--- src/rtl/dsm_decimator_pkg.sv ---
// Shared constants and helpers for the delta-sigma CIC decimator.
package dsm_decimator_pkg;

  localparam int DEFAULT_ORDER      = 3;
  localparam int DEFAULT_DECIM_LOG2 = 6;
  localparam int DEFAULT_OUT_WIDTH  = 16;

  // Width needed to hold R**ORDER * (+/-1) without losing the sign bit,
  // plus one bit of headroom.
  function automatic int cic_acc_width(input int order, input int decim_log2);
    return 2 + order * decim_log2;
  endfunction

  // Maps a bitstream bit to +1 / -1; a target narrower than 2 bits cannot
  // represent both values, so it yields zero instead.
  function automatic logic signed [31:0] bit_to_pm1(input logic b, input int width);
    if (width < 2) begin
      return '0;
    end
    return b ? 32'sd1 : -32'sd1;
  endfunction

  // Half of one output LSB, expressed in accumulator LSBs.
  function automatic int round_offset(input int shift);
    return (shift > 0) ? (1 << (shift - 1)) : 0;
  endfunction

endpackage

--- src/rtl/cic_comb_stage.sv ---
// One registered CIC differentiator: y = x - x(previous enabled sample).
module cic_comb_stage
  import dsm_decimator_pkg::*;
#(
  parameter int WIDTH = 20
) (
  input  logic                    aclk,
  input  logic                    arst,
  input  logic                    en,
  input  logic signed [WIDTH-1:0] x,
  output logic signed [WIDTH-1:0] y
);

  logic signed [WIDTH-1:0] r_xDly;
  logic signed [WIDTH-1:0] r_y;

  assign y = r_y;

  // On each decimated strobe, difference the new input against the last one.
  always_ff @(posedge aclk or posedge arst) begin
    if (arst) begin
      r_xDly <= '0;
      r_y    <= '0;
    end else if (en) begin
      r_y    <= x - r_xDly;
      r_xDly <= x;
    end
  end

endmodule

--- src/rtl/dsm_decimator.sv ---
// 1-bit delta-sigma bitstream to multi-bit samples via an ORDER-stage CIC
// decimator (R = 2**DECIM_LOG2), with an AXI-Stream sample output.
// Define DSM_DECIMATOR_ROUND_EN for round-half-up with positive saturation
// (one extra pipeline cycle); otherwise the output is plain truncation.
module dsm_decimator
  import dsm_decimator_pkg::*;
#(
  parameter int ORDER      = DEFAULT_ORDER,
  parameter int DECIM_LOG2 = DEFAULT_DECIM_LOG2,
  parameter int OUT_WIDTH  = DEFAULT_OUT_WIDTH
) (
  input  logic                 aclk,
  input  logic                 arst,
  input  logic                 s_axis_data_tdata,
  input  logic                 s_axis_data_tvalid,
  output logic                 s_axis_data_tready,
  output logic [OUT_WIDTH-1:0] m_axis_data_tdata,
  output logic                 m_axis_data_tvalid,
  input  logic                 m_axis_data_tready,
  output logic                 overflow
);

  localparam int ACC_WIDTH = cic_acc_width(ORDER, DECIM_LOG2);
  localparam int SHIFT     = ACC_WIDTH - OUT_WIDTH;
`ifdef DSM_DECIMATOR_ROUND_EN
  localparam int PIPE      = ORDER + 2;
`else
  localparam int PIPE      = ORDER + 1;
`endif

  logic                        w_beat;
  logic signed [ACC_WIDTH-1:0] w_pm1;
  logic signed [ACC_WIDTH-1:0] r_integ [ORDER];
  logic [DECIM_LOG2-1:0]       r_count;
  logic                        r_strobe;
  logic [PIPE-1:0]             r_stbDly;
  logic signed [ACC_WIDTH-1:0] r_combIn;
  logic signed [ACC_WIDTH-1:0] w_comb [ORDER+1];
  logic [OUT_WIDTH-1:0]        w_result;
  logic                        w_load;
  logic [OUT_WIDTH-1:0]        r_tdata;
  logic                        r_tvalid;
  logic                        r_overflow;

  // The bitstream is never stalled; ready only drops while in reset.
  assign s_axis_data_tready = ~arst;
  assign w_beat             = s_axis_data_tvalid & s_axis_data_tready;
  assign w_pm1              = ACC_WIDTH'(bit_to_pm1(s_axis_data_tdata, ACC_WIDTH));

  // Integrator cascade, advanced only on accepted beats; wraps modulo 2**ACC_WIDTH.
  always_ff @(posedge aclk or posedge arst) begin
    if (arst) begin
      for (int k = 0; k < ORDER; k++) begin
        r_integ[k] <= '0;
      end
    end else if (w_beat) begin
      r_integ[0] <= r_integ[0] + w_pm1;
      for (int k = 1; k < ORDER; k++) begin
        r_integ[k] <= r_integ[k] + r_integ[k-1];
      end
    end
  end

  // Beat counter; the beat landing on count R-1 raises a one-cycle strobe.
  always_ff @(posedge aclk or posedge arst) begin
    if (arst) begin
      r_count  <= '0;
      r_strobe <= 1'b0;
    end else begin
      r_strobe <= w_beat && (r_count == '1);
      if (w_beat) begin
        r_count <= r_count + 1'b1;
      end
    end
  end

  // Strobe delay line: tap k enables comb stage k, the last tap loads the output.
  always_ff @(posedge aclk or posedge arst) begin
    if (arst) begin
      r_stbDly <= '0;
    end else begin
      r_stbDly <= {r_stbDly[PIPE-2:0], r_strobe};
    end
  end

  // Sample the final integrator on the edge after the strobe.
  always_ff @(posedge aclk or posedge arst) begin
    if (arst) begin
      r_combIn <= '0;
    end else if (r_strobe) begin
      r_combIn <= r_integ[ORDER-1];
    end
  end

  assign w_comb[0] = r_combIn;

  for (genvar g = 0; g < ORDER; g++) begin : gComb
    cic_comb_stage #(
      .WIDTH (ACC_WIDTH)
    ) uComb (
      .aclk (aclk),
      .arst (arst),
      .en   (r_stbDly[g]),
      .x    (w_comb[g]),
      .y    (w_comb[g+1])
    );
  end

`ifdef DSM_DECIMATOR_ROUND_EN
  localparam int ROUND_ADD = round_offset(SHIFT);

  logic signed [ACC_WIDTH:0] w_sum;
  logic signed [ACC_WIDTH:0] w_shifted;
  logic                      w_posOvf;
  logic [OUT_WIDTH-1:0]      r_rounded;

  assign w_sum     = {w_comb[ORDER][ACC_WIDTH-1], w_comb[ORDER]} + (ACC_WIDTH+1)'(ROUND_ADD);
  assign w_shifted = w_sum >>> SHIFT;
  assign w_posOvf  = !w_shifted[ACC_WIDTH] && (|w_shifted[ACC_WIDTH-1:OUT_WIDTH-1]);

  // Round half up, clamping to the largest positive code if the bump overflows.
  always_ff @(posedge aclk or posedge arst) begin
    if (arst) begin
      r_rounded <= '0;
    end else if (r_stbDly[ORDER]) begin
      r_rounded <= w_posOvf ? {1'b0, {(OUT_WIDTH-1){1'b1}}} : w_shifted[OUT_WIDTH-1:0];
    end
  end

  assign w_result = r_rounded;
  assign w_load   = r_stbDly[ORDER+1];
`else
  assign w_result = OUT_WIDTH'(w_comb[ORDER] >>> SHIFT);
  assign w_load   = r_stbDly[ORDER];
`endif

  // Output register: holds under backpressure, overwrites and flags a drop
  // if a new sample arrives while the previous one is still unaccepted.
  always_ff @(posedge aclk or posedge arst) begin
    if (arst) begin
      r_tdata    <= '0;
      r_tvalid   <= 1'b0;
      r_overflow <= 1'b0;
    end else begin
      if (w_load) begin
        r_tdata  <= w_result;
        r_tvalid <= 1'b1;
        if (r_tvalid && !m_axis_data_tready) begin
          r_overflow <= 1'b1;
        end
      end else if (r_tvalid && m_axis_data_tready) begin
        r_tvalid <= 1'b0;
      end
    end
  end

  assign m_axis_data_tdata  = r_tdata;
  assign m_axis_data_tvalid = r_tvalid;
  assign overflow           = r_overflow;

endmodule
--- config.mk ---
export PLATFORM = sky130hd
export DESIGN_NAME = dsm_decimator
export DESIGN_NICKNAME = d
export VERILOG_FILES = /design/src/rtl/dsm_decimator_pkg.sv /design/src/rtl/cic_comb_stage.sv /design/src/rtl/dsm_decimator.sv
export SDC_FILE = /design/constraint.sdc
export NUM_CORES = 1
export LEC_CHECK = 0
export BUFFER_PORTS_ARGS = -buffer_cell sky130_fd_sc_hd__buf_2
export CAP_MARGIN = 0
export CORE_ASPECT_RATIO = 0.5
export CORE_MARGIN = 3
export CORE_UTILIZATION = 45
export DETAILED_ROUTE_END_ITERATION = 16
export HOLD_SLACK_MARGIN = 0.15
export PLACE_DENSITY = 0.69
export SYNTH_ARGS = -nofsm -noshare
export SYNTH_HDL_FRONTEND = slang
export SYNTH_SLANG_ARGS = --single-unit
export TNS_END_PERCENT = 1
--- constraint.sdc ---
create_clock -name aclk -period 7.6 [get_ports aclk]
set_input_delay 0.76 -clock aclk [delete_from_list [all_inputs] [get_ports aclk]]
set_output_delay 0.76 -clock aclk [all_outputs]
set_load 0.05 [all_outputs]
==> results of run 1 <==
synthesized netlist by cell type, drive strengths merged, types with 2 or more instances:
library cell / n
a211o: 4
a211oi: 11
a21boi: 9
a21o: 43
a21oi: 86
a311oi: 3
a31o: 2
a31oi: 12
a41oi: 6
and2: 4
and3: 10
buf: 11
clkbuf: 38
dfrtp: 225
fa: 5
ha: 113
inv: 98
mux2: 72
mux2i: 2
nand2: 195
nand2b: 8
nand3: 30
nand3b: 2
nand4: 13
nand4b: 3
nor2: 54
nor2b: 12
nor3: 4
nor3b: 3
o2111ai: 4
o211ai: 11
o21a: 14
o21ai: 157
o21bai: 10
o311ai: 5
o31a: 3
o31ai: 12
o41ai: 2
or2: 2
or3: 4
or4: 4
xnor2: 60
xor2: 32
stage by stage:
stage / hold slack (ns) / util [%] / area (um^2) / total power, uW / cells
after detailed placement: 0.4644 / 47.71 / 13920 / 3145 / 1786
after CTS: 0.3964 / 50.54 / 14750 / 4389 / 1826
after floorplan: 0.3519 / - / 13450 / 2831 / 1414
final: 0.3361 / 50.54 / 14750 / 4360 / 1826
after global placement: 0.4452 / 47.71 / 13920 / 3057 / 1786
after global routing: 0.4022 / 50.54 / 14750 / 4692 / 1826
per-layer routing:
layer	routed length, um	share of wire (%)	track usage (%)
met1	12160	49	20.19
met2	11210	45	26.84
met3	698	2.8	2.088
met4	696	2.8	4.639
met5	0	0	0
cell families (layout without fill, tap and decap cells):
logic type                 Yosys count  after routing
AOI/OAI and AO/OA                  406            406
and+or+nand+nor                    352            352
DFF                                225            225
buffers and inverters              147            168
adders and majority gates          118            118
xor gates and xnor gates            92             92
muxes                               74             74
flip-flops by register name (all words and copies together), names as in the netlist:
signal	flops
m_axis_data_tvalid	1
m_axis_data_tdata	16
r_combIn	20
overflow	1
r_count	6
r_strobe	1
r_integ	60
gComb.uComb.y	56
r_stbDly	4
gComb.uComb.r_xDly	60
worst max-delay path, cell delays in order, from the launching register on:
cell and delay (ns):
dfrtp_1 0.45, ha_1 0.25, fa_1 0.41, a21oi_1 0.28
o211a_1 0.20, o21ai_1 0.09, a2111oi_2 0.52, o31ai_1 0.22
o31a_1 0.29, xnor2_1 0.14, o21ai_1 0.07
power groups by stage:
stage	Clock, uW	Combinational, uW	Sequential (uW)
6_report	1220	1590	1550
5_1_grt	1300	1820	1570
4_1_cts	1260	1580	1540
3_5_place_dp	0	1580	1570
3_3_place_gp	0	1500	1560
2_1_floorplan	0	1330	1500
layout make-up:
type                       instances  area share (%)
multi-input combinational       1042           49.19
timing repair buffer              30           1.137
sequential                       225           38.20
clock inverter                     8           1.137
clock buffer                      32           4.471
tap                              391           3.318
inverter                          98           2.545
final timing paths:
kind                                              start                               end  slack, ns  depth (start not counted)
worst max-delay path            r_integ[40]$_DFFE_PP0P_           r_integ[36]$_DFFE_PP0P_       4.52                         10
worst min-delay path                               arst           r_integ[37]$_DFFE_PP0P_       0.34                          2
worst max register to register  r_integ[40]$_DFFE_PP0P_           r_integ[36]$_DFFE_PP0P_       4.52                         10
worst min register to register   r_count[5]$_DFFE_PP0P_            r_count[5]$_DFFE_PP0P_       0.47                          1
max in group asynchronous                          arst  gComb[1].uComb.y[12]$_DFFE_PP0P_       5.07                          4
min in group aclk                r_count[5]$_DFFE_PP0P_            r_count[5]$_DFFE_PP0P_       0.47                          1
==> results.toml, run 1 <==
[run_status]
outcome = "finished, final reports clean"

[floorplanning]
initial_core_util_pct = 46.08
die-area_um2 = 32110
num_rows = 44
die_w_um = 250.5
coreArea_um2 = 29180
die_h_um = 128.2
ioPinCount = 24

[global_routing]
grt_pass1_wl_um = 43440
grt_pass1_vias = 9580
overflow = 0
antenna_found_initial = 0
grt_max_degree = 107
grt_usage_pct = 15.42

[yosys]
synth_xor_area_share_pct = 5.993
synth_top_area_share_pct = 41.88
synth_fa_ha_area_share_pct = 11.26
syn-num-nets = 1537
ys_top_cells_by_area = "dfrtp_1, ha_1, mux2_2, nand2_1, o21ai_0"
syn_inst = 1414
synthFlopType = "dfrtp_1"
yosys.area_share.simple_pct = 11.66
synth_edf_count = 0
synth-compound-area-share_pct = 18.80
ys_warn_count = 0
synth-seq-cells = 225
netlist-cell-type-count = 75
async_flop_share_pct = 100.0
yosysSeqAreaShare_pct = 41.88
muxShareOfSynthArea_pct = 6.207
avgSynthCellArea_um2 = 9.509
yosysTopAreaCell = "dfrtp_1"
synth_top_family_by_area = "compound AO/OA/AOI/OAI gates"
syn_area_um2 = 13450

[layout]
area_delta_synth_final_pct = 9.678
seq_area_um2 = 5633
final_common_cell = "dfrtp_1"
drive_above_1_share_pct = 11.08
nets = 1543
multi_input_area_um2 = 7254
antennaDiodeCount = 0
final_cell_mix = "dfrtp_1, nand2_1, o21ai_0"
fillers = 2614

[clocking]
cts.htree.levels = 1
ctsHoldBuffers = 0
cts_tree = "yes"
clkLatencyLatePin_ns = 0.50
cts_sinks = 225
post_cts_resized = 0
cts_root_buf = "clkbuf_16"
cts_made_buffers = 23
postCtsSetupBuffers = 0
max-clock-path-buffers = 3
path_clk_slew_ns = 0.06

[detailed_routing]
num_vias = 9772
drt-vias-per-instance = 5.352
initialDrtViolationCount = 540
routed_wl_um = 24770
firstDrtPassIters = 5
drc = 0
wire_per_inst_um = 13.56
drtAntennaViolNets = 0

[timing]
setup_viol = 0
max_freq_mhz = 324.7
hold_viol_final = 0
rsz0062_at_grt = "no"
drv_slew = 0
layout_setup_ws_ns = 4.520
fin_skew_ns = 0.01434
tns_ns = 0
tightestPinTransition_ns = 0.9137
finalCritPeriodShare_pct = 40.52
period_needed_ns = 3.080
maxSlewHeadroom_pct = 39.08

[placed_design]
detailed_place_hpwl_um = 17490
preCtsSetupSlack_ns = 4.196
gp_congestion = 0.8397
numPortBuffers = 23

[pwr]
pwr-share-seq_pct = 35.4
peakVddDrop_mv = 0.1666
p_leak_uw = 0.007064
switching_share_pct = 34.60
p_int_uw = 2851
powerDensity_nw_per_um2 = 295.7
p_sw_uw = 1509
clock_power_share_pct = 28.0
combPwrFrac_pct = 36.6

[worst_setup_path]
worstPathArrival_ns = 3.43
worstSetupStartpointType = "flip-flop"
critPathRequiredTime_ns = 7.95
cp_max_fo = 5
critPathKind = "flip-flop to flip-flop"
end_kind = "flip-flop"

[run]
max_cap_viol_count = 0

[hold_path]
hold_class = "input port to async pin"
No activity file was read; power rests on OpenSTA's default activity.
==> run 2: changes to the inputs <==
--- a/config.mk
+++ b/config.mk
@@ -5,6 +5,7 @@
 export SDC_FILE = /design/constraint.sdc
 export NUM_CORES = 1
 export LEC_CHECK = 0
+export ABC_AREA = 1
 export BUFFER_PORTS_ARGS = -buffer_cell sky130_fd_sc_hd__buf_2
 export CAP_MARGIN = 0
 export CORE_ASPECT_RATIO = 0.5
@@ -12,7 +13,7 @@
 export CORE_UTILIZATION = 45
 export DETAILED_ROUTE_END_ITERATION = 16
 export HOLD_SLACK_MARGIN = 0.15
-export PLACE_DENSITY = 0.69
+export PLACE_DENSITY = 0.72
 export SYNTH_ARGS = -nofsm -noshare
 export SYNTH_HDL_FRONTEND = slang
 export SYNTH_SLANG_ARGS = --single-unit
==> constraint.sdc (replaced) <==
create_clock -name aclk -period 2.5 [get_ports aclk]
set_input_delay 0.25 -clock aclk [delete_from_list [all_inputs] [get_ports aclk]]
set_output_delay 0.25 -clock aclk [all_outputs]
set_load 0.05 [all_outputs]
==> results.toml, run 2 <==
[run_status]
outcome = "finished, final reports clean"

[layout]
antennaDiodeCount = 0
nets = 2212
final_cell_mix = "nand2_1, inv_1, dfrtp_1"
drive_above_1_share_pct = 6.508
fillers = 3144
area_delta_synth_final_pct = 9.726
seq_area_um2 = 5630
multi_input_area_um2 = 8217
final_common_cell = "nand2_1"
instances_no_fill = 2537

[clocking]
cts_sinks = 225
cts_made_buffers = 23
cts_root_buf = "clkbuf_16"
cts_tree = "yes"
clkLatencyLatePin_ns = 0.53
path_clk_slew_ns = 0.07
post_cts_resized = 0
cts.htree.levels = 1
max-clock-path-buffers = 3

[worst_setup_path]
rr_worst_depth = 12
worstSetupStartpoint = "gComb[0].uComb.r_xDly[0]$_DFFE_PP0P_"
crit_path_cell_trace = "ha_1, fa_1, inv_1, nand2_1, nor2_1, nor2_1, o21ai_2, nand3_1, nand2_1, nand2_1, nand3_1, nand2_1"
worstSetupStartpointType = "flip-flop"
reg2reg_slack_ns = 0.40
cp_slowest_cell = "fa_1"
rr_endpoint = "gComb[0].uComb.y[16]$_DFFE_PP0P_"
cp_common_cell = "nand2_1"
crit_path_end = "gComb[0].uComb.y[16]$_DFFE_PP0P_"
cp_max_fo = 3
critPathKind = "flip-flop to flip-flop"
worstPathArrival_ns = 2.52
r2r-start = "gComb[0].uComb.r_xDly[0]$_DFFE_PP0P_"
max_stage_delay_ns = 0.44
critPathRequiredTime_ns = 2.92
end_kind = "flip-flop"

[placed_design]
gp_congestion = 0.8995
numPortBuffers = 23
detailed_place_hpwl_um = 23710
dp_cells = 2494

[pwr]
p_sw_uw = 6289
p_total_uw = 15280
clock_power_share_pct = 25.5
pwr-share-seq_pct = 31.3
combPwrFrac_pct = 43.2
p_leak_uw = 0.008884
switching_share_pct = 41.16
peakVddDrop_mv = 0.5843
p_int_uw = 8989
powerDensity_nw_per_um2 = 931.4

[detailed_routing]
drt-vias-per-instance = 5.051
firstDrtPassIters = 5
wire_per_inst_um = 12.71
drtAntennaViolNets = 0
routed_wl_um = 32250
initialDrtViolationCount = 771
num_vias = 12810
drc = 0

[timing]
drv_slew = 0
maxSlewHeadroom_pct = 39.50
max_freq_mhz = 477.2
tightestPinTransition_ns = 0.9075
rsz0062_at_grt = "no"
setup_viol = 0
hold_ws_ns = 0.1605
period_needed_ns = 2.095
fin_skew_ns = 0.01695
finalCritPeriodShare_pct = 83.82
hold_viol_final = 0

[yosys]
netlist-cell-type-count = 40
yosysSeqAreaShare_pct = 37.67
synthFlopType = "dfrtp_1"
syn_area_um2 = 14950
synth_top_area_share_pct = 37.67
ys_top_cells_by_area = "dfrtp_1, nand2_1, ha_1, inv_1, o21ai_0"
syn-num-nets = 2192
synth.top_cells.by_count = "nand2_1, inv_1, dfrtp_1"
avgSynthCellArea_um2 = 7.225
synth-seq-cells = 225
synth_edf_count = 0
synth_most_common_cell = "nand2_1"
syn_inst = 2069
async_flop_share_pct = 100.0
yosysTopAreaCell = "dfrtp_1"
ys_warn_count = 0

[global_routing]
grt_pass1_wl_um = 56800
grt_max_degree = 151
antenna_found_initial = 0
grt_pass1_vias = 12400
grt_usage_pct = 18.68
overflow = 0

[floorplanning]
num_rows = 46
die_w_um = 263.8
initial_core_util_pct = 46.46
ioPinCount = 24
coreArea_um2 = 32170
die_h_um = 134.9
die-area_um2 = 35570

[hold_path]
hold_class = "input port to async pin"

[run]
max_cap_viol_count = 0
run 2: cell types whose count changed after synthesis, sizes merged, moves of 12 or more:
| cell | previous run | this run |
|---|---|---|
| nand3 | 30 | 128 |
| o21a | 14 | 1 |
| inv | 98 | 246 |
| o21ai | 157 | 169 |
| a21o | 43 | 7 |
| xnor2 | 60 | 25 |
| nand3b | 2 | 27 |
| nand2 | 195 | 712 |
| nor2b | 12 | 0 |
| nor2 | 54 | 160 |
| mux2 | 72 | 13 |
| nor3 | 4 | 16 |
| a21oi | 86 | 98 |
run 2: worst min-delay path by stage:
| stage | from | to | slack, ns |
|---|---|---|---|
| final | arst | gComb[1].uComb.r_xDly[1]$_DFFE_PP0P_ | 0.16 |
| after floorplan | m_axis_data_tready | overflow$_DFFE_PP0P_ | 0.35 |
| after detailed placement | m_axis_data_tready | overflow$_DFFE_PP0P_ | 0.45 |
| after global routing | s_axis_data_tvalid | r_integ[14]$_DFFE_PP0P_ | 0.27 |
| after global placement | m_axis_data_tready | overflow$_DFFE_PP0P_ | 0.45 |
| after CTS | s_axis_data_tvalid | r_integ[17]$_DFFE_PP0P_ | 0.23 |
run 2: power by group through the flow:
stage | combinational, uW | sequential, uW | clock, uW
finish | 6600 | 4780 | 3900
global route | 7670 | 4850 | 4140
CTS | 6600 | 4770 | 3990
detailed placement | 6560 | 4830 | 0
global placement | 6450 | 4820 | 0
floorplan | 5370 | 4600 | 0
run 2: final cells by class:
class / count / share of cell area (%)
clock inverter: 16 / 1.518
multi-input combinational: 1555 / 50.10
timing repair buffer: 38 / 1.495
clock buffer: 25 / 3.616
sequential: 225 / 34.33
tap: 432 / 3.295
inverter: 246 / 5.653
run 2: layer usage:
metal / vias to the layer above / track usage, % / wire length (um)
met5: - / 0 / 0
met4: 0 / 5.410 / 890
met3: 66 / 2.767 / 1023
met2: 175 / 32.22 / 14520
met1: 5863 / 24.66 / 15820
li1: 6710 / - / -
run 2: logic make-up after synthesis:
logic type / share of synthesized area (%)
simple gates: 30.49
compound gates: 10.42
buf+inv: 7.383
flops: 37.67
fa+ha+maj: 10.13
xor+xnor: 2.930
mux: 0.9793
run 2: critical path, delay by kind of cell, from the launching register on:
family	cells	cell delay, ns
adders and majority gates	2	0.68
and+or+nand+nor	8	0.61
DFF	1	0.38
AOI/OAI and AO/OA	1	0.21
buffers and inverters	1	0.10
run 2: repair_timing:
action | in CTS | in global routing
hold endpoints to repair | 3 | 0
buffers inserted | 0 | 0
hold buffers | 2 | 0
run 2: stage by stage:
stage	util [%]	worst slack (ns)	TNS, ns	area [um^2]
after CTS	50.98	0.4023	0	16400
after floorplan	-	-2.450	-359.65	14950
final	50.98	0.4046	0	16400
after global routing	50.98	0.2128	0	16400
after global placement	48.30	0.4498	0	15540
after detailed placement	48.30	0.4315	0	15540
==> run 3: changes to the inputs <==
--- a/config.mk
+++ b/config.mk
@@ -13,7 +13,7 @@
 export CORE_UTILIZATION = 45
 export DETAILED_ROUTE_END_ITERATION = 16
 export HOLD_SLACK_MARGIN = 0.15
-export PLACE_DENSITY = 0.72
+export PLACE_DENSITY = 0.69
 export SYNTH_ARGS = -nofsm -noshare
 export SYNTH_HDL_FRONTEND = slang
 export SYNTH_SLANG_ARGS = --single-unit
==> constraint.sdc (replaced) <==
create_clock -name aclk -period 2.14 [get_ports aclk]
set_input_delay 0.214 -clock aclk [delete_from_list [all_inputs] [get_ports aclk]]
set_output_delay 0.214 -clock aclk [all_outputs]
set_load 0.05 [all_outputs]
==> results.toml, run 3 (synthesis gave the netlist of run 2 again) <==
[run_status]
outcome = "finished, final reports clean"

[run]
max_cap_viol_count = 0

[detailed_routing]
drc = 0
wire_per_inst_um = 12.67
num_vias = 12820
routed_wl_um = 32480
initialDrtViolationCount = 793
drtAntennaViolNets = 0
drt-vias-per-instance = 4.999
firstDrtPassIters = 6

[pwr]
combPwrFrac_pct = 44.3
peakVddDrop_mv = 0.6463
powerDensity_nw_per_um2 = 1082
p_sw_uw = 7308
clock_power_share_pct = 24.9
pwr-share-seq_pct = 30.8
switching_share_pct = 40.46
p_int_uw = 10750
p_leak_uw = 0.009047

[global_routing]
grt_usage_pct = 18.61
antenna_found_initial = 0
grt_max_degree = 93
grt_pass1_wl_um = 56500
overflow = 0
grt_pass1_vias = 12360

[layout]
post-route-util_pct = 51.89
final_common_cell = "nand2_1"
antennaDiodeCount = 0
drive_above_1_share_pct = 7.974
fillers = 3240
final_cell_mix = "nand2_1, inv_1, dfrtp_1"
multi_input_area_um2 = 8247
seq_area_um2 = 5630
area_delta_synth_final_pct = 11.68
nets = 2240

[clocking]
cts_sinks = 225
cts_root_buf = "clkbuf_16"
path_clk_slew_ns = 0.06
cts_tree = "yes"
max-clock-path-buffers = 3
clkLatencyLatePin_ns = 0.53
cts_made_buffers = 23
cts.htree.levels = 1

[worst_setup_path]
r2r-start = "gComb[0].uComb.r_xDly[0]$_DFFE_PP0P_"
rr_worst_depth = 10
worstSetupStartpointType = "flip-flop"
worstPathArrival_ns = 2.37
end_kind = "flip-flop"
cp_max_fo = 3
critPathKind = "flip-flop to flip-flop"
critPathRequiredTime_ns = 2.52
rr_endpoint = "gComb[0].uComb.y[8]$_DFFE_PP0P_"
reg2reg_slack_ns = 0.15

[timing]
max_freq_mhz = 503.8
tns_ns = 0
fin_skew_ns = 0.01148
setup_viol = 0
period_needed_ns = 1.985
layout_setup_ws_ns = 0.1549
drv_slew = 0
tightestPinTransition_ns = 0.6603
hold_viol_final = 0
maxSlewHeadroom_pct = 55.98
hold_ws_ns = 0.1794
finalCritPeriodShare_pct = 92.76

[placed_design]
detailed_place_hpwl_um = 23970
preCtsSetupSlack_ns = 0.06104
gp_congestion = 0.8632
numPortBuffers = 23

[hold_path]
hold_class = "input port to flip-flop"
hold_path.startpoint = "s_axis_data_tvalid"
whs_path_depth = 4
min_to = "r_count[3]$_DFFE_PP0P_"

[floorplanning]
num_rows = 46
die_h_um = 134.9
die-area_um2 = 35570
initial_core_util_pct = 46.46
die_w_um = 263.8
coreArea_um2 = 32170
ioPinCount = 24
[run 3: cell types whose count changed in the layout (fill, tap and decap cells not counted), sizes merged]
| cell | before | now |
|---|---|---|
| dlygate4sd3 | 2 | 3 |
| clkbuf | 25 | 26 |
| buf | 36 | 63 |
| clkinv | 6 | 4 |
[run 3: worst max-delay path, stage by stage (launching register included)]
cell and delay [ns]:
dfrtp_1 0.42, ha_4 0.19, fa_2 0.39, inv_2 0.08
nand2_1 0.06, nor2_1 0.09, nor2_1 0.07, o21ai_2 0.21
buf_4 0.15, xnor2_1 0.10, o21ai_0 0.08
[run 3: worst max path at each step]
stage	from	slack, ns	endpoint	cells after the start
final	gComb[0].uComb.r_xDly[0]$_DFFE_PP0P_	0.15	gComb[0].uComb.y[8]$_DFFE_PP0P_	10
after global routing	gComb[0].uComb.y[0]$_DFFE_PP0P_	-0.02	gComb[1].uComb.y[16]$_DFFE_PP0P_	13
after global placement	gComb[0].uComb.r_xDly[0]$_DFFE_PP0P_	0.1	gComb[0].uComb.y[16]$_DFFE_PP0P_	12
after detailed placement	gComb[0].uComb.r_xDly[0]$_DFFE_PP0P_	0.06	gComb[0].uComb.y[16]$_DFFE_PP0P_	12
after CTS	gComb[0].uComb.r_xDly[0]$_DFFE_PP0P_	0.05	gComb[0].uComb.y[16]$_DFFE_PP0P_	12
after floorplan	arst	-2.77	r_integ[12]$_DFFE_PP0P_	7
[run 3: repair_timing]
action | CTS | global route
hold buffers | 3 | 0
hold endpoints to repair | 60 | 0
resized for setup | 0 | 9
endpoints found under the setup margin | 0 | 6
setup buffers | 0 | 3
[run 3: power by group through the flow]
stage | Sequential [uW] | Clock (uW) | Combinational [uW]
after global routing | 5650 | 4800 | 9240
final | 5560 | 4500 | 8010
after floorplan | 5370 | 0 | 6280
after global placement | 5610 | 0 | 7830
after detailed placement | 5630 | 0 | 7960
after CTS | 5550 | 4640 | 8010
[run 3: area by class of cell]
type / instances / share of cell area, %
multi-input combinational: 1555 / 49.40
inverter: 246 / 5.554
tap: 432 / 3.238
sequential: 225 / 33.73
clock inverter: 14 / 1.387
timing repair buffer: 66 / 3.118
clock buffer: 26 / 3.575
[run 3: through the flow]
step	area, um^2	std cells	total power, uW
global route	16690	2564	19680
detailed placement	15780	2518	13590
global placement	15780	2518	13430
floorplan	14950	2069	11650
CTS	16640	2561	18200
finish	16690	2564	18060
[run 3: routing by layer]
metal	share of wire [%]	vias to the layer above	track usage, %	routed length (um)
li1	-	6790	-	-
met1	49	5808	24.58	15880
met2	46	165	32.60	14970
met3	2.8	54	2.603	907
met4	2.2	0	4.559	721
met5	0	-	0	0
